[config.mk]
export PLATFORM = sky130hd
export DESIGN_NAME = tdpram_portb_arb
export DESIGN_NICKNAME = d
export VERILOG_FILES = /design/src/rtl/tdpram_portb_arb_pkg.sv /design/src/rtl/tdpram_rr_arb2.sv /design/src/rtl/tdpram_portb_arb.sv
export SDC_FILE = /design/constraint.sdc
export NUM_CORES = 1
export LEC_CHECK = 0
export ABC_AREA = 1
export CAP_MARGIN = 10
export CELL_PAD_IN_SITES_DETAIL_PLACEMENT = 0
export CELL_PAD_IN_SITES_GLOBAL_PLACEMENT = 1
export CORE_MARGIN = 2
export CORE_UTILIZATION = 10
export CTS_CLUSTER_SIZE = 40
export DETAILED_ROUTE_END_ITERATION = 8
export HOLD_SLACK_MARGIN = 0.06
export PLACE_DENSITY_LB_ADDON = 0.1
export SLEW_MARGIN = 0
export SYNTH_ARGS = -nofsm -noshare
export SYNTH_HDL_FRONTEND = slang
export SYNTH_HIERARCHICAL = 1
export SYNTH_SLANG_ARGS = --single-unit
[constraint.sdc]
create_clock -name clk -period 2.4 [get_ports clk]
set_input_delay 0.6 -clock clk [delete_from_list [all_inputs] [get_ports clk]]
set_output_delay 0.6 -clock clk [all_outputs]
set_load 0.03 [all_outputs]
[src/rtl/tdpram_portb_arb_pkg.sv]
// Shared constants for the port-B arbiter of the 64/32 dual-port RAM.
// Owner encoding, read latency and the packed request width helper.
package tdpram_portb_arb_pkg;

  localparam logic [1:0] OWN_NONE = 2'd0;
  localparam logic [1:0] OWN_0    = 2'd1;
  localparam logic [1:0] OWN_1    = 2'd2;

  localparam int RD_LATENCY     = 1;
  localparam int DEF_ADDR_WIDTH = 13;

  // Packed request is {we, be[3:0], addr[AW:0], wdata[31:0]}.
  localparam int PB_REQ_W = 1 + 4 + (DEF_ADDR_WIDTH + 1) + 32;

  function automatic int pb_req_w(input int aw);
    return 1 + 4 + (aw + 1) + 32;
  endfunction

endpackage

[src/rtl/tdpram_rr_arb2.sv]
// Two-way round-robin arbiter with grant lock; one-hot combinational grant.
// A locked owner keeps the grant only while its request stays asserted.
module tdpram_rr_arb2
  import tdpram_portb_arb_pkg::*;
(
  input  logic       clk,
  input  logic       rst_n,
  input  logic [1:0] req_i,
  input  logic [1:0] lock_i,
  output logic [1:0] gnt_o
);

  logic       prio_q, prio_d;
  logic [1:0] owner_q, owner_d;
  logic       owner_hold;
  logic [1:0] gnt;

  always_ff @(posedge clk or negedge rst_n) begin
    if (!rst_n) begin
      prio_q  <= 1'b0;
      owner_q <= OWN_NONE;
    end else begin
      prio_q  <= prio_d;
      owner_q <= owner_d;
    end
  end

  always_comb begin
    owner_hold = ((owner_q == OWN_0) && req_i[0]) ||
                 ((owner_q == OWN_1) && req_i[1]);
    gnt = 2'b00;
    if (owner_hold) begin
      gnt = (owner_q == OWN_1) ? 2'b10 : 2'b01;
    end else begin
      case (req_i)
        2'b01:   gnt = 2'b01;
        2'b10:   gnt = 2'b10;
        2'b11:   gnt = prio_q ? 2'b10 : 2'b01;
        default: gnt = 2'b00;
      endcase
    end
  end

  always_comb begin
    prio_d  = prio_q;
    owner_d = owner_q;
    // An owner whose request fell is released; the cycle arbitrates normally.
    if (!owner_hold) owner_d = OWN_NONE;
    if (|gnt) begin
      prio_d = ~gnt[1];
      if (|(lock_i & gnt)) owner_d = gnt[1] ? OWN_1 : OWN_0;
      else                 owner_d = OWN_NONE;
    end
  end

  assign gnt_o = gnt;

endmodule

[src/rtl/tdpram_portb_arb.sv]
// Arbiter sharing the 32-bit RAM port B between two requesters.
// Muxes the granted request onto the RAM and steers read data back to its owner.
module tdpram_portb_arb
  import tdpram_portb_arb_pkg::*;
#(
  parameter int ADDR_WIDTH = DEF_ADDR_WIDTH
) (
  input  logic                  clk,
  input  logic                  rst_n,
  input  logic                  req0,
  input  logic                  req1,
  input  logic                  we0,
  input  logic                  we1,
  input  logic                  lock0,
  input  logic                  lock1,
  input  logic [3:0]            be0,
  input  logic [3:0]            be1,
  input  logic [ADDR_WIDTH:0]   addr0,
  input  logic [ADDR_WIDTH:0]   addr1,
  input  logic [31:0]           wdata0,
  input  logic [31:0]           wdata1,
  output logic                  ack0,
  output logic                  ack1,
  output logic                  rvalid0,
  output logic                  rvalid1,
  output logic [31:0]           rdata0,
  output logic [31:0]           rdata1,
  output logic                  ram_we,
  output logic                  ram_rd,
  output logic [3:0]            ram_be,
  output logic [ADDR_WIDTH:0]   ram_addr,
  output logic [31:0]           ram_wdata,
  input  logic [31:0]           ram_rdata
);

  localparam int REQ_W = pb_req_w(ADDR_WIDTH);

  logic [1:0]       req_v;
  logic [1:0]       gnt;
  logic [REQ_W-1:0] req_vec [2];
  logic [REQ_W-1:0] sel;
  logic             sel_we;

  logic rv_q   [RD_LATENCY];
  logic rsel_q [RD_LATENCY];
  logic rv_d, rsel_d;
  logic rv_out, rsel_out;

  // Requests are masked during reset so nothing reaches the RAM.
  assign req_v = {req1, req0} & {2{rst_n}};

  tdpram_rr_arb2 u_arb (
    .clk    (clk),
    .rst_n  (rst_n),
    .req_i  (req_v),
    .lock_i ({lock1, lock0}),
    .gnt_o  (gnt)
  );

  assign req_vec[0] = {we0, be0, addr0, wdata0};
  assign req_vec[1] = {we1, be1, addr1, wdata1};

  always_comb begin
    sel = '0;
    if (gnt[1])      sel = req_vec[1];
    else if (gnt[0]) sel = req_vec[0];
  end

  assign sel_we    = sel[REQ_W-1];
  assign ack0      = gnt[0];
  assign ack1      = gnt[1];
  assign ram_we    = sel_we;
  assign ram_rd    = (|gnt) & ~sel_we;
  assign ram_be    = sel_we ? sel[REQ_W-2 -: 4] : 4'h0;
  assign ram_addr  = sel[32 +: ADDR_WIDTH+1];
  assign ram_wdata = sel[31:0];

  assign rv_d   = ram_rd;
  assign rsel_d = ram_rd ? gnt[1] : rsel_q[0];

  always_ff @(posedge clk or negedge rst_n) begin
    if (!rst_n) begin
      for (int i = 0; i < RD_LATENCY; i++) begin
        rv_q[i]   <= 1'b0;
        rsel_q[i] <= 1'b0;
      end
    end else begin
      rv_q[0]   <= rv_d;
      rsel_q[0] <= rsel_d;
      for (int i = 1; i < RD_LATENCY; i++) begin
        rv_q[i]   <= rv_q[i-1];
        rsel_q[i] <= rsel_q[i-1];
      end
    end
  end

  assign rv_out   = rv_q[RD_LATENCY-1];
  assign rsel_out = rsel_q[RD_LATENCY-1];

  assign rvalid0 = rv_out & ~rsel_out;
  assign rvalid1 = rv_out &  rsel_out;
  assign rdata0  = rvalid0 ? ram_rdata : 32'h0;
  assign rdata1  = rvalid1 ? ram_rdata : 32'h0;

endmodule
==> flow_metrics.env, run 1 <==
export IMPL_cp_required_ps=1800
export IMPL_ys_async_sr_fraction_pct=100
export IMPL_synth_fa_ha_area_share_pct=0
export IMPL_max_stage_delay_ps=140
export IMPL_numCtsBuffers=3
export IMPL_antenna_found_initial=0
export IMPL_relSlewSlack_pct=63.8
export IMPL_synth_avg_cell_area_sq_um=4.57
export IMPL_cts_hold_buf=0
export IMPL_timing_hold_violations_final=0
export IMPL_drc=0
export IMPL_cts_buffer_depth=2
export IMPL_synth_cell_types=18
export IMPL_die_y_microns=123
export IMPL_grt_overflow=0
export IMPL_worstSkewPairLatency_ps=220
export IMPL_synth_compound_area_share_pct=3.73
export IMPL_rsz0062_at_grt="yes"
export IMPL_fin_hold_ws_ps=249
export IMPL_drt_iter0_drc=35
export IMPL_io_pins=260
export IMPL_grt_pass1_vias=2703
export IMPL_yosys_area_share_simple_pct=65.5
export IMPL_yosysTopAreaCell="nand2_1"
export IMPL_initial_core_util_pct=10.2
export IMPL_maxCapViolations=0
export IMPL_ys_ff_latch=5
export IMPL_drv_slew=0
export IMPL_fp_dieW_microns=123
export IMPL_first_pass_iters=4
export IMPL_hold_path_class="input port to asynchronous set/reset pin"
export IMPL_fmax_mhz=397
export IMPL_synth_top_area_share_pct=41.1
export IMPL_routed_wl_mm=8.61
export IMPL_grt_max_degree=33
export IMPL_track_usage_pct=10.4
export IMPL_cp_num_buf_inv=10
export IMPL_ant_nets=0
export IMPL_status="complete, but fails checks"
export IMPL_ir_drop_mv=0.151
export IMPL_worstPathArrival_ps=1920
export IMPL_finalSetupViolations=51
export IMPL_path_delay_family="buffers and inverters"
export IMPL_clkSinkCount=5
export IMPL_end_kind="primary output"
export IMPL_synth_ff_type="dfrtp_1"
export IMPL_fin_crit_sh_pct=105
export IMPL_dpl_hpwl_mm=7.22
export IMPL_via_count=2806
export IMPL_leakagePower_nw=2.42
export IMPL_tightest_slew_ps=542
export IMPL_violations="setup timing"
export IMPL_drive_above_1_share_pct=33.8
export IMPL_fin_skew_ps=1.24
export IMPL_path_cells="buf_8 > nand2_2 > inv_2 > inv_2 > o21ai_2 > nand2_1 > nand2_2 > inv_6 > inv_4 > nand3_4 > buf_4 > buf_6 > buf_6 > nand3_4 > inv_2 > buf_6"
export IMPL_seq_area_frac_synth_pct=8.89
export IMPL_synth_area_leaders="nand2_1 41%, nor2_1 18%, inv_1 11%, dfrtp_1 8.9%, buf_6 5.6%"
export IMPL_syn_inst=308
export IMPL_ctsHtreeMaxLevel=1
export IMPL_port_buffers=259
export IMPL_worst_slack_ps=-122
export IMPL_cts_root_buf="clkbuf_16"
export IMPL_fin_crit_ps=2520
export IMPL_yosys_top_cells_count="154 x nand2_1, 69 x nor2_1, 41 x inv_1, 7 x buf_6, 6 x buf_2"
export IMPL_place_congestion=0.756
export IMPL_diodes=0
export IMPL_synthXorXnorAreaFrac_pct=0
export IMPL_power_density_nw_per_um2=344
export IMPL_crit_type="input port to primary output"
export IMPL_start_kind="input port"
export IMPL_synth_top_family_by_area="simple AND/OR/NAND/NOR gates"
export IMPL_dpl_cell_count=751
export IMPL_synthesis_nets=448
export IMPL_crit_fanout=6
export IMPL_area_delta_synth_final_pct=226
export IMPL_die_area_sq_um=15000
export IMPL_path_clk_slew_ps=30
export IMPL_synth_most_common_cell="nand2_1"
export IMPL_vias_per_cell=3.65
export IMPL_muxShareOfSynthArea_pct=0
export IMPL_fin_nets=730
export IMPL_fp_row_count=43
export IMPL_yosys_warnings=6
export IMPL_core_area_sq_um=13800
export IMPL_cts_tree="yes"
export IMPL_cp_slowest_cell="buf_4"
export IMPL_final_cell_count_no_fill=769
export IMPL_avgRoutedWirePerCell_microns=11.2
export IMPL_synth_area_sq_um=1410
export IMPL_grt_pass1_wl_mm=12.6
export IMPL_synth_enable_flop_cells=0
[layer usage]
metal / part of all wire [%] / routed length (microns) / up-vias / global-route usage, %
met3: 14 / 1170 / 6 / 3.86
met1: 32 / 2730 / 1188 / 9.40
li1: - / - / 1438 / -
met2: 54 / 4620 / 174 / 22.0
met5: 0 / 0 / - / 0
met4: 1.0 / 88 / 0 / 1.36
[placed cells by master, fill, tap and decap left out]
master / synthesis / final
nand2_1: 154 / 143
clkdlybuf4s50_1: 0 / 138
buf_4: 4 / 84
nor2_1: 69 / 65
buf_6: 7 / 62
inv_1: 41 / 36
nand2_2: 2 / 9
inv_2: 4 / 6
dfrtp_1: 5 / 5
nand2_4: 0 / 4
a21boi_2: 0 / 4
nor2_4: 0 / 4
buf_12: 0 / 4
nor2_2: 3 / 3
clkbuf_16: 0 / 3
nand3_4: 0 / 2
buf_16: 0 / 2
buf_2: 6 / 2
buf_8: 0 / 2
a21oi_2: 2 / 2
nor2_8: 1 / 1
inv_4: 0 / 1
clkinvlp_4: 0 / 1
or2_2: 1 / 1
clkbuf_1: 0 / 1
nand3b_1: 1 / 1
o21ai_2: 0 / 1
inv_6: 0 / 1
nand3_1: 2 / 1
[final timing paths]
path / start / endpoint / slack, ps / cells past startpoint
max: rst_n / ram_rd / -120 / 16
min: rst_n / rsel_out / 250 / 2
max reg2reg: u_arb/owner_q[0] / rsel_out / 780 / 10
min reg2reg: rsel_out / rsel_out / 540 / 2
max in group asynchronous: rst_n / u_arb/owner_q[1] / 2050 / 2
min in group clk: rsel_out / rsel_out / 540 / 2
[state kept, by name, indices dropped and copies added (netlist names)]
| name | count |
|---|---|
| rsel_out | 1 |
| u_arb/prio_q | 1 |
| u_arb/owner_q | 2 |
| rv_out | 1 |
[logic make-up after synthesis]
group           after synthesis
flops                         5
simple gates                234
buf+inv                      62
compound gates                7
[layout make-up]
class	count	area, sq um
well taps	180	225
clock buffers	4	78.8
inverters	45	180
flip-flops and latches	5	125
repair buffers	294	2890
multi-input cells	241	1090
fillers	1551	9240
[where the power goes]
part           total [mW]  internal (mW)  switching [mW]
Combinational        1.21          0.577           0.631
Sequential          0.101         0.0939         0.00760
Clock               0.269          0.220          0.0491
Total                1.58          0.891           0.688
[stage by stage]
step           power [mW]  setup slack, ps  instance area, sq um  TNS, ps  util (%)
3_3_place_gp         1.20             -668                  4020   -28920      29.1
5_1_grt              1.68             -255                  4590   -10300      33.2
6_report             1.58             -122                  4590    -3780      33.2
3_5_place_dp         1.19             -711                  4020   -31220      29.1
4_1_cts              1.59             -177                  4550    -4880      32.9
2_1_floorplan       0.656             -258                  1440    -5440         -
[repair_timing]
action / CTS / global route
setup endpoints to repair: 54 / 53
cloned: 3 / 0
resized for setup: 101 / 8
setup buffers: 15 / 1
endpoints found under the hold margin: 0 / 0
pin swaps: 16 / 4
(Power assumes the default switching activity.)
==> run 2: changes to the inputs <==
- CORE_MARGIN: 2 -> 3
- GPL_TIMING_DRIVEN: unset -> 0
==> run 2 against run 1 <==
Compared with the run above: the flow still finishes with violations (setup timing); total power decreased by 1.8%; via count shrank 2.6%; routed wire length grew 9.9%; final cell count shrank 1.4%; first-iteration DRC count is 20% lower; fmax down 2.4%; global-route usage increased by 1.1 points; sequential share of layout area about the same; die area increased by 3.3%; largest power group unchanged.
==> flow_metrics.env, run 2 (synthesis results as in run 1) <==
export IMPL_status="complete, but fails checks"
export IMPL_violations="setup timing"
export IMPL_relSlewSlack_pct=77.1
export IMPL_drt_iter0_drc=28
export IMPL_top_register="u_arb/owner_q"
export IMPL_dpl_cell_count=743
export IMPL_core_area_sq_um=13500
export IMPL_grt_max_degree=11
export IMPL_largest_reg_flops=2
export IMPL_maxCapViolations=0
export IMPL_grt_pass1_wl_mm=14.6
export IMPL_grt_overflow=0
export IMPL_max_stage_delay_ps=210
export IMPL_die_y_microns=125
export IMPL_mostFrequentLayoutCell="clkdlybuf4s50_1"
export IMPL_cp_required_ps=1800
export IMPL_fmax_mhz=387
export IMPL_path_clk_slew_ps=30
export IMPL_drc=0
export IMPL_fin_nets=723
export IMPL_worstPathArrival_ps=1990
export IMPL_cp_slowest_cell="nor2_8"
export IMPL_clkSinkCount=5
export IMPL_fp_dieW_microns=125
export IMPL_start_kind="input port"
export IMPL_ir_drop_mv=0.173
export IMPL_final_cell_mix="138 x clkdlybuf4s50_1, 132 x nand2_1, 66 x dlygate4sd2_1"
export IMPL_drive_above_1_share_pct=23.4
export IMPL_power_density_nw_per_um2=336
export IMPL_path_delay_family="buffers and inverters"
export IMPL_end_kind="primary output"
export IMPL_final_cell_count_no_fill=758
export IMPL_place_congestion=0.791
export IMPL_path_cells="buf_12 > nand2_4 > inv_2 > inv_2 > o21ai_2 > nand2_2 > nand2_2 > inv_2 > buf_12 > nor2_8 > buf_12 > a21boi_2 > nor2_4 > buf_6"
export IMPL_vias_per_cell=3.60
export IMPL_finalPower_mw=1.55
export IMPL_grt_pass1_vias=2810
export IMPL_die_area_sq_um=15500
export IMPL_numCtsBuffers=3
export IMPL_avgRoutedWirePerCell_microns=12.5
export IMPL_rsz0062_at_grt="yes"
export IMPL_cp_num_buf_inv=7
export IMPL_fp_row_count=42
export IMPL_crit_fanout=7
export IMPL_area_delta_synth_final_pct=227
export IMPL_tightest_slew_ps=345
export IMPL_fin_crit_ps=2590
export IMPL_ctsHtreeMaxLevel=1
export IMPL_antenna_found_initial=0
export IMPL_fin_crit_sh_pct=108
export IMPL_final_core_util_pct=34.1
export IMPL_drv_slew=0
export IMPL_port_buffers=259
export IMPL_leakagePower_nw=2.56
export IMPL_fin_skew_ps=0.179
export IMPL_finalInstanceArea_sq_um=4610
export IMPL_first_pass_iters=4
export IMPL_worstSkewPairLatency_ps=220
export IMPL_dpl_hpwl_mm=8.21
export IMPL_finalSetupViolations=50
export IMPL_crit_type="input port to primary output"
export IMPL_via_count=2732
export IMPL_initial_core_util_pct=10.4
export IMPL_cts_tree="yes"
export IMPL_worst_slack_ps=-185
export IMPL_cts_buffer_depth=2
export IMPL_cts_root_buf="clkbuf_16"
export IMPL_ant_nets=0
export IMPL_placed_cell_area_sq_um=4250
export IMPL_track_usage_pct=11.5
export IMPL_diodes=0
export IMPL_r2r_slack_ps=1000
export IMPL_timing_hold_violations_final=0
export IMPL_routed_wl_mm=9.46
export IMPL_cts_hold_buf=0
export IMPL_hold_path_class="input port to asynchronous set/reset pin"
export IMPL_io_pins=260
[run 2: changes by cell type in the layout (fill, tap and decap cells not counted), moves of 4 or more]
cell	change
nand2_1	-11
dlygate4sd2_1	+66
nand2_2	+7
nand2_4	+4
buf_2	+5
buf_4	-75
[run 2: power by group]
part / internal [mW] / switching, mW
combinational: 0.540 / 0.639
clock: 0.220 / 0.0485
sequential: 0.0939 / 0.00852
[run 2: repair_timing]
| action | 4_1_cts | 5_1_grt |
|---|---|---|
| resized for setup | 469 | 27 |
| endpoints found under the hold margin | 0 | 0 |
| setup buffers | 9 | 1 |
| pin swaps | 11 | 10 |
| setup endpoints to repair | 119 | 52 |
| gates cloned | 0 | 1 |
[run 2: worst reg2reg max path, cell delays in order, from the launching register on]
cell and delay [ps]:
dfrtp_1 370, nand3b_1 190, nand2_2 100, nand2_2 60, inv_2 80, buf_12 150
inv_8 40, nand3_4 60, nand3_1 110, nand2_1 80, nand2_1 50
[run 2: final cells by class]
class,count,area (sq um)
sequential,5,125
timing repair buffer,270,2690
clock buffer,4,78.8
fill,1491,8900
tap,176,220
multi-input combinational,241,1130
inverter,45,180
buffer,17,180
[run 2: metal layers]
metal / track usage [%] / routed length, microns
met1: 11.4 / 3190
met2: 22.3 / 4880
met3: 5.57 / 1360
met4: 1.35 / 24
met5: 0 / 0
[run 2: final timing paths]
kind | from | endpoint | cells past startpoint
worst max-delay path | rst_n | ram_be[3] | 14
worst min-delay path | rst_n | u_arb/owner_q[1] | 2
worst max register to register | u_arb/owner_q[0] | rsel_out | 10
worst min register to register | rsel_out | rsel_out | 2
max in group asynchronous | rst_n | rsel_out | 2
min in group clk | rsel_out | rsel_out | 2
[run 2: per-stage QoR]
stage | setup slack [ps] | setup TNS (ps) | hold WS [ps]
final | -185 | -7530 | 266
after global routing | -300 | -13780 | 268
after CTS | -228 | -7060 | 265
after detailed placement | -1470 | -76610 | 528
after global placement | -1460 | -76620 | 517
after floorplan | -258 | -5440 | 304
